--- src/rtl/tx_frame_control_if.sv ---
// tx_frame_control_if: request, bus-state and serial-line signals of the frame transmitter.
interface tx_frame_control_if;
    logic        Tx_En_Sig;
    logic [31:0] Tx_Data;
    logic        bus_idle;
    logic        Tx_Cancel;
    logic        Tx_Pin_Out;
    logic        Tx_Pin_to_Rx;
    logic        Tx_Transmit_now;
    logic        Tx_Busy;
    logic        Tx_Done_Sig;
    logic        Tx_Fail_Sig;

    modport master (
        output Tx_En_Sig, Tx_Data, bus_idle, Tx_Cancel,
        input  Tx_Pin_Out, Tx_Pin_to_Rx, Tx_Transmit_now, Tx_Busy, Tx_Done_Sig, Tx_Fail_Sig
    );

    modport slave (
        input  Tx_En_Sig, Tx_Data, bus_idle, Tx_Cancel,
        output Tx_Pin_Out, Tx_Pin_to_Rx, Tx_Transmit_now, Tx_Busy, Tx_Done_Sig, Tx_Fail_Sig
    );
endinterface

--- src/rtl/tx_frame_control.sv ---
// tx_frame_control: serialises a 32-bit word onto the shared line (start, 32 data LSB first, 2 stop),
// releasing the bus and retrying after a growing backoff when a collision is reported.
module tx_frame_control #(
    parameter int CLKS_PER_BIT = 434,
    parameter int BACKOFF_BITS = 8,
    parameter int MAX_RETRY    = 3
) (
    input logic               CLK,
    input logic               RSTn,
    tx_frame_control_if.slave bus
);
    localparam int TW = $clog2(CLKS_PER_BIT);
    localparam int BW = $clog2(MAX_RETRY * BACKOFF_BITS + 1);

    typedef enum logic [2:0] {IDLE, WAIT_BUS, START, DATA, STOP, DONE, BACKOFF, FAIL} state_t;

    state_t        state;
    logic [31:0]   shreg;
    logic [TW-1:0] timer;
    logic [4:0]    bit_idx;
    logic [3:0]    retry_cnt;
    logic [BW-1:0] bo_cnt;
    logic          pin, tnow, busy, done, fail;
    logic          bit_end, bo_end;
    logic [4:0]    retry_nx;

    always_comb begin
        bit_end  = timer == TW'(CLKS_PER_BIT - 1);
        bo_end   = bo_cnt == BW'(int'(retry_cnt) * BACKOFF_BITS - 1);
        retry_nx = {1'b0, retry_cnt} + 5'd1;
    end

    always_ff @(posedge CLK or negedge RSTn) begin
        if (!RSTn) begin
            state     <= IDLE;
            shreg     <= '0;
            timer     <= '0;
            bit_idx   <= '0;
            retry_cnt <= '0;
            bo_cnt    <= '0;
            pin       <= 1'b1;
            tnow      <= 1'b0;
            busy      <= 1'b0;
            done      <= 1'b0;
            fail      <= 1'b0;
        end else begin
            done  <= 1'b0;
            fail  <= 1'b0;
            timer <= bit_end ? '0 : timer + TW'(1);
            case (state)
                IDLE: begin
                    timer <= '0;
                    if (bus.Tx_En_Sig) begin
                        shreg     <= bus.Tx_Data;
                        retry_cnt <= '0;
                        busy      <= 1'b1;
                        state     <= WAIT_BUS;
                    end
                end
                WAIT_BUS: begin
                    timer <= '0;
                    if (bus.bus_idle) begin
                        state <= START;
                        pin   <= 1'b0;
                        tnow  <= 1'b1;
                    end
                end
                START, DATA: begin
                    // a collision outranks a coincident bit boundary
                    if (bus.Tx_Cancel) begin
                        pin       <= 1'b1;
                        tnow      <= 1'b0;
                        retry_cnt <= retry_nx[3:0];
                        timer     <= '0;
                        bo_cnt    <= '0;
                        if (retry_nx > 5'(MAX_RETRY)) begin
                            state <= FAIL;
                            fail  <= 1'b1;
                            busy  <= 1'b0;
                        end else begin
                            state <= BACKOFF;
                        end
                    end else if (bit_end) begin
                        if (state == START) begin
                            state   <= DATA;
                            bit_idx <= '0;
                            pin     <= shreg[0];
                        end else if (bit_idx == 5'd31) begin
                            state   <= STOP;
                            bit_idx <= '0;
                            pin     <= 1'b1;
                            tnow    <= 1'b0;
                        end else begin
                            bit_idx <= bit_idx + 5'd1;
                            pin     <= shreg[bit_idx + 5'd1];
                        end
                    end
                end
                STOP: begin
                    if (bit_end) begin
                        if (bit_idx == 5'd1) begin
                            state   <= DONE;
                            bit_idx <= '0;
                            done    <= 1'b1;
                            busy    <= 1'b0;
                        end else begin
                            bit_idx <= bit_idx + 5'd1;
                        end
                    end
                end
                BACKOFF: begin
                    if (bit_end) begin
                        if (bo_end) state <= WAIT_BUS;
                        else bo_cnt <= bo_cnt + BW'(1);
                    end
                end
                DONE, FAIL: begin
                    timer <= '0;
                    state <= IDLE;
                end
                default: state <= IDLE;
            endcase
        end
    end

    assign bus.Tx_Pin_Out      = pin;
    assign bus.Tx_Pin_to_Rx    = pin;
    assign bus.Tx_Transmit_now = tnow;
    assign bus.Tx_Busy         = busy;
    assign bus.Tx_Done_Sig     = done;
    assign bus.Tx_Fail_Sig     = fail;
endmodule
--- src/flat_wrapper.sv ---
// flat-port wrapper written by rule: the top's interface ports become plain ports
module tx_frame_control_flat 
#(
    parameter int CLKS_PER_BIT = 434,
    parameter int BACKOFF_BITS = 8,
    parameter int MAX_RETRY    = 3
)
  (CLK, RSTn, bus_Tx_En_Sig, bus_Tx_Data, bus_bus_idle, bus_Tx_Cancel, bus_Tx_Pin_Out, bus_Tx_Pin_to_Rx, bus_Tx_Transmit_now, bus_Tx_Busy, bus_Tx_Done_Sig, bus_Tx_Fail_Sig);
  tx_frame_control_if bus_i ();
  input logic CLK;
  input logic RSTn;
  input wire logic [$bits(bus_i.Tx_En_Sig)-1:0] bus_Tx_En_Sig;
  input wire logic [$bits(bus_i.Tx_Data)-1:0] bus_Tx_Data;
  input wire logic [$bits(bus_i.bus_idle)-1:0] bus_bus_idle;
  input wire logic [$bits(bus_i.Tx_Cancel)-1:0] bus_Tx_Cancel;
  output wire logic [$bits(bus_i.Tx_Pin_Out)-1:0] bus_Tx_Pin_Out;
  output wire logic [$bits(bus_i.Tx_Pin_to_Rx)-1:0] bus_Tx_Pin_to_Rx;
  output wire logic [$bits(bus_i.Tx_Transmit_now)-1:0] bus_Tx_Transmit_now;
  output wire logic [$bits(bus_i.Tx_Busy)-1:0] bus_Tx_Busy;
  output wire logic [$bits(bus_i.Tx_Done_Sig)-1:0] bus_Tx_Done_Sig;
  output wire logic [$bits(bus_i.Tx_Fail_Sig)-1:0] bus_Tx_Fail_Sig;
  assign bus_i.Tx_En_Sig = bus_Tx_En_Sig;
  assign bus_i.Tx_Data = bus_Tx_Data;
  assign bus_i.bus_idle = bus_bus_idle;
  assign bus_i.Tx_Cancel = bus_Tx_Cancel;
  assign bus_Tx_Pin_Out = bus_i.Tx_Pin_Out;
  assign bus_Tx_Pin_to_Rx = bus_i.Tx_Pin_to_Rx;
  assign bus_Tx_Transmit_now = bus_i.Tx_Transmit_now;
  assign bus_Tx_Busy = bus_i.Tx_Busy;
  assign bus_Tx_Done_Sig = bus_i.Tx_Done_Sig;
  assign bus_Tx_Fail_Sig = bus_i.Tx_Fail_Sig;
  tx_frame_control #(.CLKS_PER_BIT(CLKS_PER_BIT), .BACKOFF_BITS(BACKOFF_BITS), .MAX_RETRY(MAX_RETRY)) u_core (.CLK(CLK), .RSTn(RSTn), .bus(bus_i));
endmodule
--- config.mk ---
export PLATFORM = sky130hd
export DESIGN_NAME = tx_frame_control_flat
export DESIGN_NICKNAME = d
export VERILOG_FILES = /design/src/rtl/tx_frame_control_if.sv /design/src/rtl/tx_frame_control.sv /design/src/flat_wrapper.sv
export SDC_FILE = /design/constraint.sdc
export NUM_CORES = 1
export LEC_CHECK = 0
export ABC_CLOCK_PERIOD_IN_PS = 3000
export BUFFER_PORTS_ARGS = -buffer_cell sky130_fd_sc_hd__buf_2
export CAP_MARGIN = 20
export CELL_PAD_IN_SITES_DETAIL_PLACEMENT = 1
export CELL_PAD_IN_SITES_GLOBAL_PLACEMENT = 1
export CORE_ASPECT_RATIO = 0.9
export CORE_MARGIN = 2
export CORE_UTILIZATION = 30
export DETAILED_ROUTE_END_ITERATION = 6
export MAX_ROUTING_LAYER = met4
export PLACE_DENSITY_LB_ADDON = 0.1
export REMOVE_ABC_BUFFERS = 1
export SLEW_MARGIN = 10
export SYNTH_ARGS = -nofsm -noshare
export SYNTH_HDL_FRONTEND = slang
export SYNTH_SLANG_ARGS = --single-unit
--- constraint.sdc ---
create_clock -name CLK -period 3 [get_ports CLK]
set_clock_uncertainty 0.1 [all_clocks]
set_input_delay 0.3 -clock CLK [delete_from_list [all_inputs] [get_ports CLK]]
set_output_delay 0.3 -clock CLK [all_outputs]
set_load 0.005 [all_outputs]
# Yosys cells after proc, flatten, opt, wreduce, memory -nomap -nowiden
# Index checks and enable logic that the tools add are counted.
[classes]
addsub = 5
n_mux = 55
eq_ne = 26
n_lt_le_gt_ge = 2
reduce_logical = 17
[op_table]
columns = ["op", "count"]
rows = [
  ["two-way mux 5 bit", 9],
  ["two-way mux 3 bit", 10],
  ["two-way mux 1 bit", 23],
  ["case mux 5 bit (2 select lines)", 2],
  ["two-way mux 9 bit", 2],
  ["case mux 3 bit (6 select lines)", 1],
  ["case mux 9 bit (2 select lines)", 1],
  ["== test 3 bit (second input constant)", 4],
  ["!= test 2 x 1 -> 1 bit (second input constant)", 6],
  ["adder 5 x 1 -> 5 bit (second input constant)", 2],
  ["!= test 2 bit (second input constant)", 5],
  ["adder 9 x 1 -> 9 bit (second input constant)", 1],
  ["== test 9 bit (second input constant)", 1],
  ["two-way mux 4 bit", 2],
  ["case mux 4 bit (2 select lines)", 1],
  ["AND reduction 4 bit", 2],
  ["AND reduction 8 bit", 1],
  ["nonzero test 2 bit", 4],
  ["== test 3 x 2 -> 1 bit (second input constant)", 2],
  ["less-than comparator 5 x 6 -> 1 bit (second input constant)", 1],
  ["!= test 3 x 2 -> 1 bit (second input constant)", 2],
  ["AND reduction 3 bit", 2],
  ["AND reduction 6 bit", 1],
  ["adder 4 x 1 -> 5 bit (second input constant)", 1],
  ["other kinds (17)", 19],
]
[word_totals]
inputBits = 37
ff_bits = 63
elab_cells = 116

# Depth between registers and ports, before layout
[logic_depth]
word_depth = 8
ltp_mapped = 8

# Worst setup path before layout
# Ideal clock, no wire load.
[synth_timing]
path_kind = "reg2reg"
start = "register u_core.retry_cnt[0]"
end = "register u_core.bo_cnt[0]"
arrival_time_ps = 2023
stages_incl_launch_ff = 9
period_less_slack_ps = 2248
path_slack_ps = 752
path_buffers = 1
setup_time_ps = 125
cell_sequence = "dfrtp_1 -> clkbuf_2 -> inv_1 -> ha_1 -> xor2_1 -> nor3_1 -> a2bb2oi_1 -> nand2b_1 -> mux2_2"
[synth_between]
elab_chain_len = 4
[synth_rtl]
columns = ["item", "line_no", "text"]
rows = [
  ["start, declared", "tx_frame_control.sv:21", "logic [3:0] retry_cnt;"],
  ["start signal, assigned", "tx_frame_control.sv:73", "retry_cnt <= retry_nx[3:0];"],
  ["subtractor 5 x 1 -> 5 bit", "tx_frame_control.sv:29", "bo_end = bo_cnt == BW'(int'(retry_cnt) * BACKOFF_BITS - 1);"],
  ["== test 5 bit", "tx_frame_control.sv:29", ""],
  ["!= test 2 bit (no line)", "--", ""],
  ["AND reduction 4 bit (no line)", "--", ""],
  ["end signal, assigned", "tx_frame_control.sv:114", "else bo_cnt <= bo_cnt + BW'(1);"],
  ["end, declared", "tx_frame_control.sv:22", "logic [BW-1:0] bo_cnt;"],
]
# Every way passes these cells.
# A chain may end at the register's enable or synchronous reset.

# Worst setup path in the final report
# Same ends and word-level chain as after synthesis.

==> key figures <==
Run status
  – Status: finished clean

Drt
  – Initial DRC Count: 61
  – WL per Instance: 15.84 µm
  – Via count: ~2300
  – Routed Antenna Nets: 0
  – TritonRoute pass-1 iters: 4
  – Drc violations: 0
  – Total wire length: ~7400 µm
  – Via-to-Cell Ratio: between 4 and 5

Global route
  – Largest net degree at the start of global routing: between 60 and 70
  – GR Util All Layers: 14.36%
  – Met2 global-route usage: 20.74%
  – Vias in the first global route: between 2000 and 2500
  – Initial antenna violation count: 0
  – First-pass GRT wire length: approximately 13000 µm
  – M3 GR Usage: 3.821%
  – Met1 usage: 19.14%
  – Congestion Overflow GR: 0
  – GRT busiest layer: met2

Place
  – Port bufs: 42
  – Gpl congestion: 0.8018
  – Detailed placement HPWL: 5308 µm
  – DP Worst Slack: 376.1 ps

Hold path
  – Hold Path Class: primary input to register

Worst setup path
  – Worst stage delay on the critical path: 540 ps
  – Worst Setup Start Kind: register
  – Crit path required time: ~3100 ps
  – CP Class: register to register
  – Slowest CP cell: a2bb2oi_1
  – Critical path startpoint: u_core.retry_cnt[0]
  – CP endpoint: u_core.bo_cnt[0]
  – Reg-to-Reg End: u_core.bo_cnt[0]
  – Reg2Reg Depth: 7
  – CP top delay family: compound AO/OA/AOI/OAI gates
  – Worst R2R Start: u_core.retry_cnt[0]
  – CP cell instances: inv_1 > ha_1 > xor2_1 > nor3_1 > a2bb2oi_1 > nand2b_1 > mux2_2
  – Worst Setup End Kind: register
  – CP Max Fanout: 8
  – Critical Path AT: 2730 ps
  – R2R setup slack: 390 ps
  – Crit path depth: 7
  – WP buf/inv: 1

Synthesis
  – Synthesized area per cell: about 12 µm²
  – Syn Inst Count: about 280
  – Seq cells post-synth: between 60 and 70
  – Number of synthesized flops with an enable pin: 0
  – Sequential area share after synthesis: 48.22%
  – Synth async-reset ratio: 100.0%
  – Post-Syn Area: roughly 3300 µm²
  – Syn. warnings: 0
  – Synth Flop Type: dfrtp_1
  – Post-synthesis cell type count: 53

STA
  – Worst slew pin tran: ~660 ps
  – Unrepaired setup endpoints after global routing: no
  – Tcrit/Tclk final: 86.95%
  – Setup TNS: 0 ps
  – Final setup fails: 0
  – F_max: approximately 380 MHz
  – Setup ws final: 391.4 ps
  – Pins Over Slew Limit: 0
  – Tmin final: 2609 ps
  – Fin. Hold Viols: 0
  – Relative slew slack: 55.85%

Cells and area
  – Commonest non-fill, non-tap cell in the layout: dfrtp_1
  – Antenna cell count: 0
  – Most frequent cells in the layout: 62 x dfrtp_1, 42 x buf_2, 35 x mux2_2
  – Area grow syn2layout: 21.95%
  – NumNets Final: around 380
  – Layout cells sized above 1: 32.14%
  – Fillers: 1164

Die
  – Core footprint: 10720 µm²
  – Die area: 11760 µm²
  – Die Span Y: 103.1 µm
  – Starting Density: 30.52%
  – I/O Pins: 43
  – Die Wd: between 100 and 150 µm
  – # rows: 36

CTS
  – Clk Tree Root Cell: clkbuf_16
  – # resized after CTS: 0
  – Number of post-CTS setup repair buffers: 0
  – CTS tree: done
  – Max Root-Sink Buffers: 2
  – Worst-path clk slew: 60 ps
  – CTS sink cnt: 63
  – Clk Latency, worst-skew pair: between 300 and 400 ps
  – H-tree depth: 3
  – CTS buffer count: 9

Pwr
  – Peak VDD IR: between 0.0004 and 0.0005 V
  – Pwr/cell area: 901.3 nW/µm²
  – Leak Pwr: ~1.8 nW

Run
  – Total of max-cap violations: 0
-- final cells by class --
type | count | area (µm²) | share of cell area (%)
well taps | 133 | 166.4 | 4.171
repair buffers | 48 | 270.3 | 6.773
multi-input cells | 200 | 1609 | 40.33
clock buffers | 11 | 252.7 | 6.334
clock inverters | 5 | 80.08 | 2.007
inverters | 9 | 33.78 | 0.8467
flip-flops and latches | 63 | 1578 | 39.54
-- routing by layer --
layer	vias up	part of all wire (%)
li1	1129	-
met1	1136	51
met2	32	44
met3	9	3.4
met4	0	1.8
met5	-	0
-- report_power, final --
group	switching (mW)	internal, mW	total, mW
Sequential	0.212	1.16	1.37
Combinational	0.524	0.549	1.07
Clock	0.383	0.770	1.15
Total	1.12	2.48	3.60
-- sequential cells by signal (all words and copies together), names as in the netlist --
signal / count
u_core.bus.Tx_Pin_Out: 1
u_core.bit_idx: 5
u_core.bus.Tx_Transmit_now: 1
u_core.state: 3
u_core.bus.Tx_Fail_Sig: 1
u_core.bo_cnt: 5
u_core.bus.Tx_Done_Sig: 1
u_core.timer: 9
u_core.shreg: 32
u_core.bus.Tx_Busy: 1
u_core.retry_cnt: 4
-- worst register-to-register path: cells and delay by family, from the launching register on --
kind            cells  cell delay [ps]
compound gates      1              540
simple gates        2              450
buf+inv             1               80
flops               1              480
fa+ha+maj           1              340
mux                 1              340
xor+xnor            1              170
-- metrics by stage --
step / instances / hold WS, ps / area (µm²) / utilization, % / power [mW]
2_1_floorplan: 272 / -95.59 / 3218 / - / 2.117
3_3_place_gp: 452 / -0.6148 / 3647 / 34.02 / 2.465
3_5_place_dp: 452 / -0.7630 / 3647 / 34.02 / 2.478
4_1_cts: 469 / 86.09 / 3990 / 37.22 / 3.658
5_1_grt: 469 / 90.64 / 3990 / 37.22 / 3.861
6_report: 469 / 94.69 / 3990 / 37.22 / 3.596
-- how the worst min path moves through the flow --
stage / startpoint / endpoint / slack [ps] / depth (start not counted)
after global placement: RSTn / u_core.bus.Tx_Fail_Sig / -0.6 / 1
after CTS: bus_Tx_Data[30] / u_core.shreg[30] / 90 / 2
after detailed placement: RSTn / u_core.bus.Tx_Fail_Sig / -0.8 / 1
after global routing: bus_Tx_Data[5] / u_core.shreg[5] / 90 / 2
final: bus_Tx_Data[16] / u_core.shreg[16] / 90 / 2
after floorplan: RSTn / u_core.bit_idx[0] / -100 / 0
-- kinds of logic (layout without fill, tap and decap cells) --
logic type      after synthesis  after routing  synth area share (%)
compound gates               54             54                 10.75
xor+xnor                     12             12                 3.212
fa+ha+maj                     8              8                 3.059
buf+inv                      19             73                 2.676
flops                        63             63                 48.22
mux                          45             45                 19.46
simple gates                 81             81                 12.62
-- synth_stat cells, types with 3 or more instances --
master,n,area (µm²)
a21o_1,3,22.52
a21oi_1,11,55.05
and2_1,3,18.77
and3_1,3,18.77
buf_2,3,15.01
clkbuf_1,3,11.26
dfrtp_1,62,1551
ha_1,8,100.1
inv_1,9,33.78
mux2_2,35,394.1
mux4_1,8,210.2
nand2_1,17,63.81
nand2b_1,3,18.77
nand3_1,10,50.05
nor2_1,22,82.58
nor3_1,4,20.02
o21ai_0,13,65.06
o21bai_1,3,22.52
o31ai_1,7,52.55
or2_2,4,25.02
or4_1,3,22.52
xnor2_1,7,61.31
xor2_1,5,43.79
-- what timing repair did --
action                     in CTS  in global routing
hold buffers                    1                  0
hold endpoints to repair       62                  0
setup endpoints to repair       0                  0
(Power assumes the default switching activity.)
